File: config.mk
export PLATFORM = sky130hd
export DESIGN_NAME = hdmi_crc_monitor_flat
export DESIGN_NICKNAME = d
export VERILOG_FILES = /design/src/rtl/hdmi_crc_monitor_if.sv /design/src/rtl/hdmi_crc_monitor.sv /design/src/flat_wrapper.sv
export SDC_FILE = /design/constraint.sdc
export NUM_CORES = 1
export LEC_CHECK = 0
export CORE_ASPECT_RATIO = 0.9
export CORE_MARGIN = 2
export CORE_UTILIZATION = 59
export DETAILED_ROUTE_END_ITERATION = 8
export PLACE_DENSITY = 0.87
export SYNTH_ARGS = -nofsm -noshare
export SYNTH_HDL_FRONTEND = slang
export SYNTH_SLANG_ARGS = --single-unit
export TNS_END_PERCENT = 100
File: constraint.sdc
create_clock -name clk -period 16.6 [get_ports clk]
set_input_delay 4.15 -clock clk [delete_from_list [all_inputs] [get_ports clk]]
set_output_delay 4.15 -clock clk [all_outputs]
set_load 0.005 [all_outputs]
File: src/rtl/hdmi_crc_monitor_if.sv
// Tapped AXI-Stream pixel bus between the pixel pipeline and the HDMI encoder.
// The monitor only observes it, so its modport is input-only.
interface hdmi_crc_monitor_if #(
  parameter int DATA_W = 24
) ();
  logic [DATA_W-1:0] mon_tdata;
  logic              mon_tvalid;
  logic              mon_tready;
  logic              mon_tlast;
  logic              mon_tuser;

  modport master (output mon_tdata, mon_tvalid, mon_tready, mon_tlast, mon_tuser);
  modport slave  (input  mon_tdata, mon_tvalid, mon_tready, mon_tlast, mon_tuser);
endinterface

File: src/rtl/hdmi_crc_monitor.sv
// Passive per-channel CRC-32 frame monitor with geometry checking, golden compare
// and a stable-output detector for the HDMI output stream.
module hdmi_crc_monitor #(
  parameter int DATA_W        = 24,
  parameter int CHANNELS      = 3,
  parameter int CH_W          = 8,
  parameter int SCREEN_WIDTH  = 32,
  parameter int SCREEN_HEIGHT = 24,
  parameter int STABLE_FRAMES = 3
) (
  input  logic                    clk,
  input  logic                    rst,
  hdmi_crc_monitor_if.slave       mon,
  input  logic                    enable_i,
  input  logic                    clear_i,
  input  logic [32*CHANNELS-1:0]  golden_crc_i,
  input  logic                    golden_valid_i,
  output logic [32*CHANNELS-1:0]  crc_last_o,
  output logic                    crc_valid_o,
  output logic [31:0]             frame_count_o,
  output logic [15:0]             mismatch_count_o,
  output logic [15:0]             geom_err_count_o,
  output logic                    stable_o,
  output logic [15:0]             line_count_o,
  output logic [15:0]             pixel_in_line_o
);

  localparam logic [31:0] CRC_POLY  = 32'hEDB8_8320;
  localparam logic [31:0] CRC_INIT  = 32'hFFFF_FFFF;
  localparam logic [15:0] LAST_PIX  = 16'(SCREEN_WIDTH - 1);
  localparam logic [15:0] LAST_LINE = 16'(SCREEN_HEIGHT - 1);
  localparam int          RUN_W     = (STABLE_FRAMES < 1) ? 1 : $clog2(STABLE_FRAMES + 1);
  localparam logic [RUN_W-1:0] RUN_MAX = RUN_W'(STABLE_FRAMES);

  typedef enum logic {S_IDLE = 1'b0, S_ACTIVE = 1'b1} state_t;

  function automatic logic [31:0] crc_fold(input logic [31:0] crc, input logic [CH_W-1:0] d);
    logic [31:0] c;
    c = crc;
    for (int i = 0; i < CH_W; i++) begin
      c = (c[0] ^ d[i]) ? ((c >> 1) ^ CRC_POLY) : (c >> 1);
    end
    return c;
  endfunction

  function automatic logic [15:0] sat_add16(input logic [15:0] v, input logic [1:0] inc);
    logic [16:0] s;
    s = {1'b0, v} + {15'd0, inc};
    return s[16] ? 16'hFFFF : s[15:0];
  endfunction

  state_t                      state_q;
  logic [CHANNELS-1:0][31:0]   crc_q, crc_d, crc_final;
  logic [CHANNELS-1:0][31:0]   crc_last_q;
  logic [15:0]                 pix_q, pix_d, pix_cur;
  logic [15:0]                 line_q, line_d, line_cur;
  logic                        err_q, err_d, err_cur;
  logic                        crc_valid_q, stable_q;
  logic [31:0]                 frame_q;
  logic [15:0]                 mism_q, geom_q;
  logic [RUN_W-1:0]            run_q, run_d, run_base;
  logic [DATA_W-1:0]           tdata;
  logic                        accept, start, beat, abort, close;
  logic                        same_crc, golden_miss;
  logic [1:0]                  geom_inc;

  assign tdata = mon.mon_tdata;

  always_comb begin
    accept   = mon.mon_tvalid & mon.mon_tready & enable_i;
    start    = accept & mon.mon_tuser;
    beat     = accept & (start | (state_q == S_ACTIVE));
    abort    = start & (state_q == S_ACTIVE);
    // A start-of-frame beat is processed as beat 0 of line 0 of a fresh frame.
    pix_cur  = start ? 16'd0 : pix_q;
    line_cur = start ? 16'd0 : line_q;
    err_cur  = start ? 1'b0  : err_q;
    if (mon.mon_tlast) begin
      err_d  = err_cur | (pix_cur != LAST_PIX);
      pix_d  = 16'd0;
      line_d = line_cur + 16'd1;
    end else begin
      err_d  = err_cur | (pix_cur >= LAST_PIX);
      pix_d  = pix_cur + 16'd1;
      line_d = line_cur;
    end
    close = beat & mon.mon_tlast & (line_cur == LAST_LINE);
    for (int c = 0; c < CHANNELS; c++) begin
      crc_d[c]     = crc_fold(start ? CRC_INIT : crc_q[c], tdata[c*CH_W +: CH_W]);
      crc_final[c] = ~crc_d[c];
    end
    // crc_last doubles as the previous-frame CRC: both are written on close and cleared together.
    same_crc    = (crc_final == crc_last_q);
    golden_miss = golden_valid_i & (crc_final != golden_crc_i);
    geom_inc    = {1'b0, abort} + {1'b0, close & err_d};
    run_base    = abort ? '0 : run_q;
    if (close && !err_d && same_crc) begin
      run_d = (run_base == RUN_MAX) ? RUN_MAX : run_base + 1'b1;
    end else if (close) begin
      run_d = '0;
    end else begin
      run_d = run_base;
    end
  end

  always_ff @(posedge clk or posedge rst) begin
    if (rst) begin
      state_q     <= S_IDLE;
      crc_q       <= '0;
      crc_last_q  <= '0;
      pix_q       <= 16'd0;
      line_q      <= 16'd0;
      err_q       <= 1'b0;
      crc_valid_q <= 1'b0;
      frame_q     <= 32'd0;
      mism_q      <= 16'd0;
      geom_q      <= 16'd0;
      run_q       <= '0;
      stable_q    <= 1'b0;
    end else if (clear_i) begin
      state_q     <= S_IDLE;
      crc_last_q  <= '0;
      crc_valid_q <= 1'b0;
      frame_q     <= 32'd0;
      mism_q      <= 16'd0;
      geom_q      <= 16'd0;
      run_q       <= '0;
      stable_q    <= 1'b0;
    end else if (!enable_i) begin
      state_q     <= S_IDLE;
      crc_valid_q <= 1'b0;
    end else begin
      crc_valid_q <= close;
      if (beat) begin
        crc_q   <= crc_d;
        pix_q   <= pix_d;
        line_q  <= line_d;
        err_q   <= err_d;
        state_q <= close ? S_IDLE : S_ACTIVE;
      end
      if (close) begin
        crc_last_q <= crc_final;
        frame_q    <= frame_q + 32'd1;
        if (!err_d && golden_miss) begin
          mism_q <= sat_add16(mism_q, 2'd1);
        end
      end
      geom_q   <= sat_add16(geom_q, geom_inc);
      run_q    <= run_d;
      stable_q <= (run_d == RUN_MAX);
    end
  end

  assign crc_last_o       = crc_last_q;
  assign crc_valid_o      = crc_valid_q;
  assign frame_count_o    = frame_q;
  assign mismatch_count_o = mism_q;
  assign geom_err_count_o = geom_q;
  assign stable_o         = stable_q;
  assign line_count_o     = line_q;
  assign pixel_in_line_o  = pix_q;

endmodule

File: src/flat_wrapper.sv
// flat-port wrapper written by rule: the top's interface ports become plain ports
module hdmi_crc_monitor_flat 
#(
  parameter int DATA_W        = 24,
  parameter int CHANNELS      = 3,
  parameter int CH_W          = 8,
  parameter int SCREEN_WIDTH  = 32,
  parameter int SCREEN_HEIGHT = 24,
  parameter int STABLE_FRAMES = 3
)
  (clk, rst, enable_i, clear_i, golden_crc_i, golden_valid_i, crc_last_o, crc_valid_o, frame_count_o, mismatch_count_o, geom_err_count_o, stable_o, line_count_o, pixel_in_line_o, mon_mon_tdata, mon_mon_tvalid, mon_mon_tready, mon_mon_tlast, mon_mon_tuser);
  hdmi_crc_monitor_if #(.DATA_W(DATA_W)) mon_i ();
  input  logic clk;
  input  logic rst;
  input  logic enable_i;
  input  logic clear_i;
  input  logic [32*CHANNELS-1:0] golden_crc_i;
  input  logic golden_valid_i;
  output logic [32*CHANNELS-1:0] crc_last_o;
  output logic crc_valid_o;
  output logic [31:0] frame_count_o;
  output logic [15:0] mismatch_count_o;
  output logic [15:0] geom_err_count_o;
  output logic stable_o;
  output logic [15:0] line_count_o;
  output logic [15:0] pixel_in_line_o;
  input wire logic [$bits(mon_i.mon_tdata)-1:0] mon_mon_tdata;
  input wire logic [$bits(mon_i.mon_tvalid)-1:0] mon_mon_tvalid;
  input wire logic [$bits(mon_i.mon_tready)-1:0] mon_mon_tready;
  input wire logic [$bits(mon_i.mon_tlast)-1:0] mon_mon_tlast;
  input wire logic [$bits(mon_i.mon_tuser)-1:0] mon_mon_tuser;
  assign mon_i.mon_tdata = mon_mon_tdata;
  assign mon_i.mon_tvalid = mon_mon_tvalid;
  assign mon_i.mon_tready = mon_mon_tready;
  assign mon_i.mon_tlast = mon_mon_tlast;
  assign mon_i.mon_tuser = mon_mon_tuser;
  hdmi_crc_monitor #(.DATA_W(DATA_W), .CHANNELS(CHANNELS), .CH_W(CH_W), .SCREEN_WIDTH(SCREEN_WIDTH), .SCREEN_HEIGHT(SCREEN_HEIGHT), .STABLE_FRAMES(STABLE_FRAMES)) u_core (.clk(clk), .rst(rst), .mon(mon_i), .enable_i(enable_i), .clear_i(clear_i), .golden_crc_i(golden_crc_i), .golden_valid_i(golden_valid_i), .crc_last_o(crc_last_o), .crc_valid_o(crc_valid_o), .frame_count_o(frame_count_o), .mismatch_count_o(mismatch_count_o), .geom_err_count_o(geom_err_count_o), .stable_o(stable_o), .line_count_o(line_count_o), .pixel_in_line_o(pixel_in_line_o));
endmodule
# --- Word-level counts from Yosys, hierarchy flattened ---
# Cells that the tools add are included.
# W data, S select, Z words.
classes:
  n_addsub: 7
  magnitude_cmp: 1
  n_eq_ne: 7
  n_mux: 61
  bitwise: 64
  n_reduce_logical: 10
ops:
  columns: ["op", "n"]
  rows:
  - ["$mux W32", 30]
  - ["$not A13 Y14", 24]
  - ["$mux W96", 3]
  - ["$mux W16", 12]
  - ["$eq A96 B96 Y1", 1]
  - ["$ne A96 B96 Y1", 1]
  - ["$not A32 Y32", 3]
  - ["$add A16 B1 Y16 const B", 2]
  - ["$add A32 B1 Y32 const B", 1]
  - ["$xor A1 B1 Y1", 24]
  - ["$add A16 B1 Y17 const B", 1]
  - ["$add A16 B2 Y17", 1]
  - ["$eq A16 B5 Y1 const B", 1]
  - ["$ge A16 B5 Y1 const B", 1]
  - ["$ne A16 B5 Y1 const B", 1]
  - ["$mux W2", 6]
  - ["$mux W1", 10]
  - ["$and A1 B1 Y1", 9]
  - ["$reduce_and A3 Y1", 2]
  - ["$reduce_bool A2 Y1", 3]
  - ["$eq A2 B2 Y1 const B", 2]
  - ["$logic_and A1 B1 Y1", 3]
  - ["$ne A3 B1 Y1 const B", 1]
  - ["$or A1 B1 Y1", 3]
  - ["other kinds (5)", 5]
word_totals:
  register_bits: 294
  in_bits: 129
  out_inout_bits: 194

# --- Depth between registers and ports, before layout ---
# Gate-level depths: netlist of the first run.
logic_depth:
  ltp_word: 28
  mapped_depth: 23
  mapped_depth_nobuf: 16

# --- Worst setup path before layout of the first run ---
# OpenSTA, ideal clock, no wires.
synth_path:
  path_kind: "input to register"
  from: "input mon_mon_tuser"
  to: "register u_core.geom_q[11], in the netlist u_core.geom_err_count_o[11]"
  arrival_time_ns: 8.534
  required_ns: 16.501
  path_slack_ns: 7.967
  cell_stages: 22
  n_path_buf: 8
  path_cell_list: "buf_4 > buf_6 > clkbuf_1 > nand4_1 > clkbuf_1 > clkbuf_1 > and2_1 > ha_1 > and4_1 > nand4_1 > or4_1 > clkbuf_1 > clkbuf_1 > nor2_1 > fa_1 > ha_1 > nand2_1 > nor4_1 > clkbuf_1 > o21a_1 > nor2_1 > a311oi_1"
synth_via:
  elab_chain_cells: 11
synth_lines:
  columns: ["item", "line_no", "source"]
  rows:
  - ["from (decl)", "flat_wrapper.sv:31", "input wire logic [$bits(mon_i.mon_tuser)-1:0] mon_mon_tuser;"]
  - ["$and A1 B1 Y1 *", "hdmi_crc_monitor.sv:71", "start = accept & mon.mon_tuser;"]
  - ["$mux W16 / $or A1 B1 Y1 (equally long branches)", "hdmi_crc_monitor.sv:75, hdmi_crc_monitor.sv:72", null]
  - ["$ge A16 B5 Y1, or another cell as far along", "hdmi_crc_monitor.sv:83", "err_d = err_cur | (pix_cur >= LAST_PIX);"]
  - ["$or A1 B1 Y1, or another cell as far along", "hdmi_crc_monitor.sv:83", null]
  - ["$mux W1 / $and A1 B1 Y1 (equally long branches)", "hdmi_crc_monitor.sv:78, hdmi_crc_monitor.sv:87", null]
  - ["$and A1 B1 Y1", "hdmi_crc_monitor.sv:95", "geom_inc = {1'b0, abort} + {1'b0, close & err_d};"]
  - ["$add A1 B1 Y2 *", "hdmi_crc_monitor.sv:95", null]
  - ["$add A16 B2 Y17 *", "hdmi_crc_monitor.sv:48", "s = {1'b0, v} + {15'd0, inc};"]
  - ["$mux W16 *", "hdmi_crc_monitor.sv:49", "return s[16] ? 16'hFFFF : s[15:0];"]
  - ["$mux W16 *", "hdmi_crc_monitor.sv:129", "end else if (!enable_i) begin"]
  - ["$mux W16 *", "hdmi_crc_monitor.sv:120", "end else if (clear_i) begin"]
  - ["to (signal assigned)", "hdmi_crc_monitor.sv:148", "geom_q <= sat_add16(geom_q, geom_inc);"]
  - ["to (decl)", "hdmi_crc_monitor.sv:60", "logic [15:0] mism_q, geom_q;"]
# Mark *: on every way between the ends. The rest lies on a longest branch, timed or not. The select of a mux whose other input is x is not followed.
# A chain may end at the register's enable or synchronous reset.

# --- Worst setup path after layout of the first run ---
layout_path:
  from: "input enable_i"
  to: "register u_core.geom_q[5], in the netlist u_core.geom_err_count_o[5]"
layout_via:
  elab_chain_cells: 12
layout_lines:
  columns: ["item", "line_no", "source"]
  rows:
  - ["from (decl)", "flat_wrapper.sv:15", "input logic enable_i;"]
  - ["$and A1 B1 Y1", "hdmi_crc_monitor.sv:70", "accept = mon.mon_tvalid & mon.mon_tready & enable_i;"]
  - ["$and A1 B1 Y1", "hdmi_crc_monitor.sv:71", null]
  - ["$mux W16 / $or A1 B1 Y1 (equally long branches)", "hdmi_crc_monitor.sv:75, hdmi_crc_monitor.sv:72", null]
  - ["$ge A16 B5 Y1, or another cell as far along", "hdmi_crc_monitor.sv:83", null]
  - ["$or A1 B1 Y1, or another cell as far along", "hdmi_crc_monitor.sv:83", null]
  - ["$mux W1 / $and A1 B1 Y1 (equally long branches)", "hdmi_crc_monitor.sv:78, hdmi_crc_monitor.sv:87", null]
  - ["$and A1 B1 Y1", "hdmi_crc_monitor.sv:95", null]
  - ["$add A1 B1 Y2", "hdmi_crc_monitor.sv:95", null]
  - ["$add A16 B2 Y17", "hdmi_crc_monitor.sv:48", null]
  - ["$mux W16", "hdmi_crc_monitor.sv:49", null]
  - ["$mux W16", "hdmi_crc_monitor.sv:129", null]
  - ["$mux W16", "hdmi_crc_monitor.sv:120", null]
# Several ways; a longest one is shown, not always the timed one. The select of a mux whose other input is x is not followed.

==> metrics.txt, run 1 <==
outcome=completed; top_reg_cell synth=dfrtp_1; maximum VDD drop=0.205 mV; post-CTS setup buffers=0; CTS max path bufs=3; RSZ-0062 raised after global routing=no; final wirelength=70700 µm; Via Count=17787; setup ws final=7.61 ns; grt ovf=0; CTS buffer count=34; vias in the first global route=17049; Clock Sinks=294; Skew-Pair Late Insertion Delay=0.53 ns; mux contribution to synthesized area=0.306%; DR DRC count=0; commonest non-fill, non-tap cell in the layout=nand2_1; Worst Setup End Kind=flop; HP Class=reg2reg; leakage power figure=9.98 nW; first-pass GRT wire length=106000 µm; largest net degree at the start of global routing=112; DRT iter0 DRCs=2441; hold path start=u_core.stable_o; worst r2r dst=u_core.mismatch_count_o[1]; CTS Hold Buffers Added=0; WP data required=17.04 ns; core area=32900 µm²; number of flops mapped to enable cells by yosys=0; final hold slack=0.473 ns; Max Cap Viol=0; initial core utilization=59.7%; post-route ant nets=0; Mapped Nets=2232; via-per-instance ratio=6.33; CTS tree=built; Die Ht=177 µm; R2R setup slack=12.07 ns; H-tree depth=2; Clock Power Share=12.7%; Root Buffer=clkbuf_16; HPWL after detailed placement=51300 µm; hold path endpoint=u_core.stable_o; First-pass DRT Iterations=6; Synth Instances=2097; Adder-Cell Fraction of Synth Area=0.421%; layout cells sized above 1=7.16%; die area=34700 µm²; Yosys cell types=68; ys async rst share=100%; I/O Buffers=322; Int Power=0.00285 W; Critical Path Start Type=input pin; Setup TNS=0 ns; measured slew at the worst slew-check pin=1.22 ns; die width=196 µm; setup-violating endpoint count in the final report=0; main combinational cell family by area after synthesis=XOR/XNOR gates; power share of the combinational group=71.1%; Slew Limit Headroom=17.7%; Area Growth Syn to Fin=23.0%; Setup Slack @ Placement=7.30 ns; Synth Area in Simple Gates=19.2%; Seq cells post-synth=294; Setup CP Type=in2reg; Tot Pwr=0.00589 W; Avg WL per Cell=25.2 µm; Post-Syn Area=19600 µm²; compound-cell area share of the yosys netlist=11.6%; share of power burned in registers=16.2%; reg-to-reg startpoint=u_core.crc_q[34]; Synth Warn #=0; Final Cycle Share=54.1%; Total GRT Usage=40.5%; post-CTS sizing=0; synthesized area per cell=9.35 µm²; antenna violations before repair=0; sequential-to-total area share from yosys stat=37.5%; num rows=63; num ports=323; Slew Viols, Final=0; Hold Path Cell Cnt=2; fraction of synthesized cell area in xor and xnor cells=28.1%; PD cells=244 nW/µm²; clock skew=0.0129 ns; Critical Path AT=9.42 ns; FF-to-FF path depth=12; clock-pin transition on the worst setup and hold timing paths=0.06 ns; switching fraction of total power=51.6%; Final Hold Fails=0; Fmax=111 MHz; Tmin final=8.99 ns; Final nets=2500; most frequent cells in the layout=356 x nand2_1, 317 x clkdlybuf4s50_1, 294 x dfrtp_1, 255 x nor2_1, 252 x xnor2_1; crit path max fanout=47; GPL Wtd Cong=0.996; Net Switching=0.00304 W; # diodes=0
## metrics by stage
step           instance area [µm²]  instances  util (%)
2_1_floorplan                19600       2097         -
3_3_place_gp                 23000       2751      70.1
3_5_place_dp                 23000       2751      70.1
4_1_cts                      24100       2809      73.4
5_1_grt                      24100       2809      73.4
6_report                     24100       2809      73.4
## cell type report
| class | count | area [µm²] |
|---|---|---|
| clock buffer | 45 | 942 |
| clock inverter | 13 | 141 |
| fill | 2367 | 8740 |
| inverter | 14 | 60.1 |
| multi-input combinational | 1678 | 11700 |
| sequential | 294 | 7360 |
| tap | 422 | 528 |
| timing repair buffer | 343 | 3360 |
## metal layers
metal	routed length, µm	vias to the layer above	track usage [%]
met5	0	-	0
met2	30800	1215	60.6
met3	8630	240	10.0
met4	4140	0	19.9
li1	-	7671	-
met1	27100	8661	55.3
## cell families (layout without fill, tap and decap cells)
family,count (synthesis),in the layout
simple gates,853,853
xor+xnor,487,487
compound gates,326,326
flops,294,294
buf+inv,125,415
fa+ha+maj,6,6
mux,6,6
## worst max path at each step
stage                        start                          to  slack, ns  cells past startpoint
final                     enable_i  u_core.geom_err_count_o[5]       7.61                     19
after global routing      enable_i  u_core.geom_err_count_o[5]       7.39                     18
after CTS                 enable_i  u_core.geom_err_count_o[5]       7.76                     19
after detailed placement  enable_i  u_core.geom_err_count_o[5]       7.30                     19
after global placement    enable_i  u_core.geom_err_count_o[7]       7.42                     19
after floorplan                rst        u_core.crc_last_o[0]       4.33                      1
## worst max-delay path, stage by stage
cell and delay, ns:
buf_2 0.08, buf_4 0.60, nand4_1 0.82, buf_4 0.48, and2_1 0.20, ha_1 0.21, and3_1 0.22, nand3_1 0.11
o22ai_1 0.08, buf_4 0.18, nor2_1 0.14, fa_1 0.22, ha_1 0.21, nand2_1 0.08, nor4_2 0.92, nor2b_1 0.25
nand2_1 0.20, nor2_1 0.06, nor3_1 0.13
## power groups by stage
stage                     clock network (W)  registers, W  logic (W)
final                              0.000749      0.000952    0.00419
after global placement                    0      0.000950    0.00394
after global routing               0.000778      0.000960    0.00430
after detailed placement                  0      0.000957    0.00398
after CTS                          0.000747      0.000945    0.00401
after floorplan                           0      0.000913    0.00280
## registers in the layout (all words and copies together) (netlist names)
register                 cells
u_core.crc_last_o           96
u_core.crc_q                96
u_core.frame_count_o        32
u_core.geom_err_count_o     16
u_core.line_count_o         16
u_core.mismatch_count_o     16
u_core.pixel_in_line_o      16
u_core.run_q                 2
u_core.crc_valid_o           1
u_core.err_q                 1
u_core.stable_o              1
u_core.state_q               1
## Yosys cell counts, drive strengths merged (3+ instances only)
cell type  instances  area, µm²
a211oi            49        418
a21oi             90        450
a221oi             3       26.3
a22o               3       26.3
a311oi             4       35.0
a31oi             13       81.3
a41oi             32        468
and2              10       62.6
and3              30        188
and4               7       61.3
buf               31        206
clkbuf            80        300
dfrtp            294       7360
ha                 5       62.6
inv               14       52.6
mux2i              6       60.1
nand2            356       1340
nand2b             6       37.5
nand3             49        245
nand4             33        206
nor2             256        961
nor2b             10       62.6
nor3              37        185
nor4              27        175
nor4b              4       35.0
o2111ai            3       26.3
o211ai             4       30.0
o21a               5       37.5
o21ai             96        480
o22ai              5       31.3
o41ai              3       26.3
or2                4       25.0
or3               11       68.8
or4                5       37.5
xnor2            297       3130
xnor3             42        948
xor2             140       1250
xor3               8        190
No activity file was read; power rests on OpenSTA's default activity.
==> run 2: changes to the inputs <==
--- a/config.mk
+++ b/config.mk
@@ -7,9 +7,9 @@
 export LEC_CHECK = 0
 export CORE_ASPECT_RATIO = 0.9
 export CORE_MARGIN = 2
-export CORE_UTILIZATION = 59
+export CORE_UTILIZATION = 55
 export DETAILED_ROUTE_END_ITERATION = 8
-export PLACE_DENSITY = 0.87
+export PLACE_DENSITY = 0.82
 export SYNTH_ARGS = -nofsm -noshare
 export SYNTH_HDL_FRONTEND = slang
 export SYNTH_SLANG_ARGS = --single-unit
==> constraint.sdc (replaced) <==
create_clock -name clk -period 8.3 [get_ports clk]
set_input_delay 2.075 -clock clk [delete_from_list [all_inputs] [get_ports clk]]
set_output_delay 2.075 -clock clk [all_outputs]
set_load 0.005 [all_outputs]
==> run 2 against run 1 <==
Effect of this change:
- sequential share of layout area fell by 0.28 points
- clock skew increased by 0.011 ns
- flip-flop and latch count unchanged
- core utilization down 4.1 points
- first-iteration DRC count down 6.2%
- total power is 100% higher
- sequential power up 100%
- highest routed layer is now met5
- final area up 0.92%
- non-clock buffer count increased by 9
- largest power group unchanged
- via count is 0.22% higher
==> metrics.txt, run 2 (synthesis gave the netlist of run 1 again) <==
outcome=completed; Total GRT Usage=38.4% (-2.1 points); Clock Sinks=294 (unchanged); Tot Pwr=0.0118 W (+100%); Root Buffer=clkbuf_16; initial core utilization=55.8% (-3.8 points); Area Growth Syn to Fin=24.1%; core area=35100 µm² (+6.9%); Tmin final=7.33 ns; maximum VDD drop=0.376 mV (+84%); Setup TNS=0 ns (unchanged); Final nets=2510 (+0.40%); post-CTS sizing=0 (unchanged); Setup CP Type=in2reg; non-filler instance count after layout=2871 (+2.2%); GPL Wtd Cong=1.02 (+2.6%); CTS Hold Buffers Added=0 (unchanged); first-pass GRT wire length=107000 µm (+1.4%); measured slew at the worst slew-check pin=1.15 ns (-0.0754 ns); Critical Path AT=7.69 ns (-1.73 ns); antenna violations before repair=4 (+4); layout cells sized above 1=7.75% (+0.58 points); WL met3=9400 µm (+9.0%); Final Hold Fails=0 (unchanged); DRT iter0 DRCs=2290 (-6.2%); highest metal used=met5; Layout fillers=2734 (+16%); Critical Path Start Type=input pin; num ports=323 (unchanged); grt ovf=0 (unchanged); post-route ant nets=0 (unchanged); I/O Buffers=322 (unchanged); RSZ-0062 raised after global routing=no; die width=203 µm (+3.5%); crit-path cells=buf_2, and4_2, buf_4, nor2_1, xnor2_1, xnor2_1, xor2_1, nor4_1, nand4_1, nor4_1, nand4_1, buf_4, a41oi_1, a311oi_1; First-pass DRT Iterations=6 (unchanged); Skew-Pair Late Insertion Delay=0.55 ns (+0.02 ns); Fmax=136 MHz; commonest non-fill, non-tap cell in the layout=nand2_1; leakage power figure=10.1 nW (+0.73%); setup-violating endpoint count in the final report=0 (unchanged); via-per-instance ratio=6.21 (-1.9%); CTS buffer count=35 (+2.9%); HPWL after detailed placement=52300 µm (+2.0%); Max Cap Viol=0 (unchanged); die area=37200 µm² (+7.1%); Die Ht=183 µm (+3.5%); dpl cells=2807 (+2.0%); HP Class=reg2reg; largest net degree at the start of global routing=161 (+44%); Slew Limit Headroom=22.8% (+5.1 points); CTS tree=built; Slew Viols, Final=0 (unchanged); WP data required=8.66 ns (-8.38 ns); post-CTS setup buffers=0 (unchanged); PD cells=485 nW/µm² (+99%); Via Count=17827 (+0.22%); DRT met1 WL=27900 µm (+2.9%); Final Cycle Share=88.4%; clock skew=0.0240 ns (+0.0111 ns); DR DRC count=0 (unchanged); clock-pin transition on the worst setup and hold timing paths=0.06 ns (about the same); CTS max path bufs=3 (unchanged); Worst Setup End Kind=flop; crit path max fanout=36 (-23%); H-tree depth=2 (unchanged); Worst path max stage delay=1.06 ns (+0.14 ns); most frequent cells in the layout=356 x nand2_1, 317 x clkdlybuf4s50_1, 294 x dfrtp_1, 255 x nor2_1, 252 x xnor2_1; slowest CP cell=and4_2; met2 WL=30500 µm (-1.2%); num rows=65 (+3.2%); final wirelength=71300 µm (+0.97%); vias in the first global route=16943 (-0.62%); Avg WL per Cell=24.9 µm (-1.2%)
-- run 2: cell types whose count changed in the layout (fill, tap and decap cells not counted) --
cell / delta
bufinv_16: -2
buf_12: +2
clkinv_4: -2
buf_4: +7
clkinvlp_4: +4
inv_6: -1
clkbuf_8: +6
clkbuf_16: +2
clkinv_2: -1
clkbuf_1: -1
diode_2: +1
-- run 2: worst paths after layout --
path	start	end	cells past startpoint	slack, ns
setup reg to reg	u_core.crc_q[33]	u_core.mismatch_count_o[15]	12	3.52
hold reg to reg	u_core.crc_q[63]	u_core.crc_q[63]	2	0.48
min in group asynchronous	rst	u_core.crc_last_o[80]	3	2.17
setup / recovery	enable_i	u_core.mismatch_count_o[15]	14	0.97
hold / removal	u_core.crc_q[63]	u_core.crc_q[63]	2	0.48
max in group asynchronous	rst	u_core.crc_last_o[32]	4	4.55
-- run 2: routing by layer --
layer,vias to the layer above,global-route usage (%)
li1,7703,-
met1,8621,54.3
met2,1272,55.5
met3,225,10.6
met4,6,15.9
met5,-,0
-- run 2: layout make-up --
| class | count | area, µm² | area share [%] |
|---|---|---|---|
| multi-input combinational | 1678 | 11700 | 48.2 |
| inverter | 14 | 56.3 | 0.231 |
| clock buffer | 52 | 1070 | 4.40 |
| clock inverter | 11 | 83.8 | 0.344 |
| timing repair buffer | 352 | 3450 | 14.2 |
| tap | 469 | 587 | 2.41 |
| sequential | 294 | 7360 | 30.2 |
| antenna | 1 | 2.50 | 0.0103 |
-- run 2: report_power, final --
part | internal [W] | switching [W]
Sequential | 0.00166 | 0.000250
Combinational | 0.00325 | 0.00509
Clock | 0.000900 | 0.000652
Total | 0.00581 | 0.00599
-- run 2: metrics by stage --
stage          setup slack, ns  area [µm²]  util (%)  hold WS [ns]
6_report                 0.965       24300      69.3         0.483
5_1_grt                  0.864       24300      69.3         0.503
4_1_cts                   1.31       24300      69.3         0.478
3_5_place_dp             0.795       23200      66.0         0.463
3_3_place_gp             0.920       23200      66.0         0.460
2_1_floorplan             1.74       19600         -         0.446
-- run 2: critical path: cells and delay by family --
kind                      cells  cell delay [ns]
and+or+nand+nor               6             2.81
AOI/OAI and AO/OA             2             0.37
xor gates and xnor gates      3             1.09
buffers and inverters         3             1.31
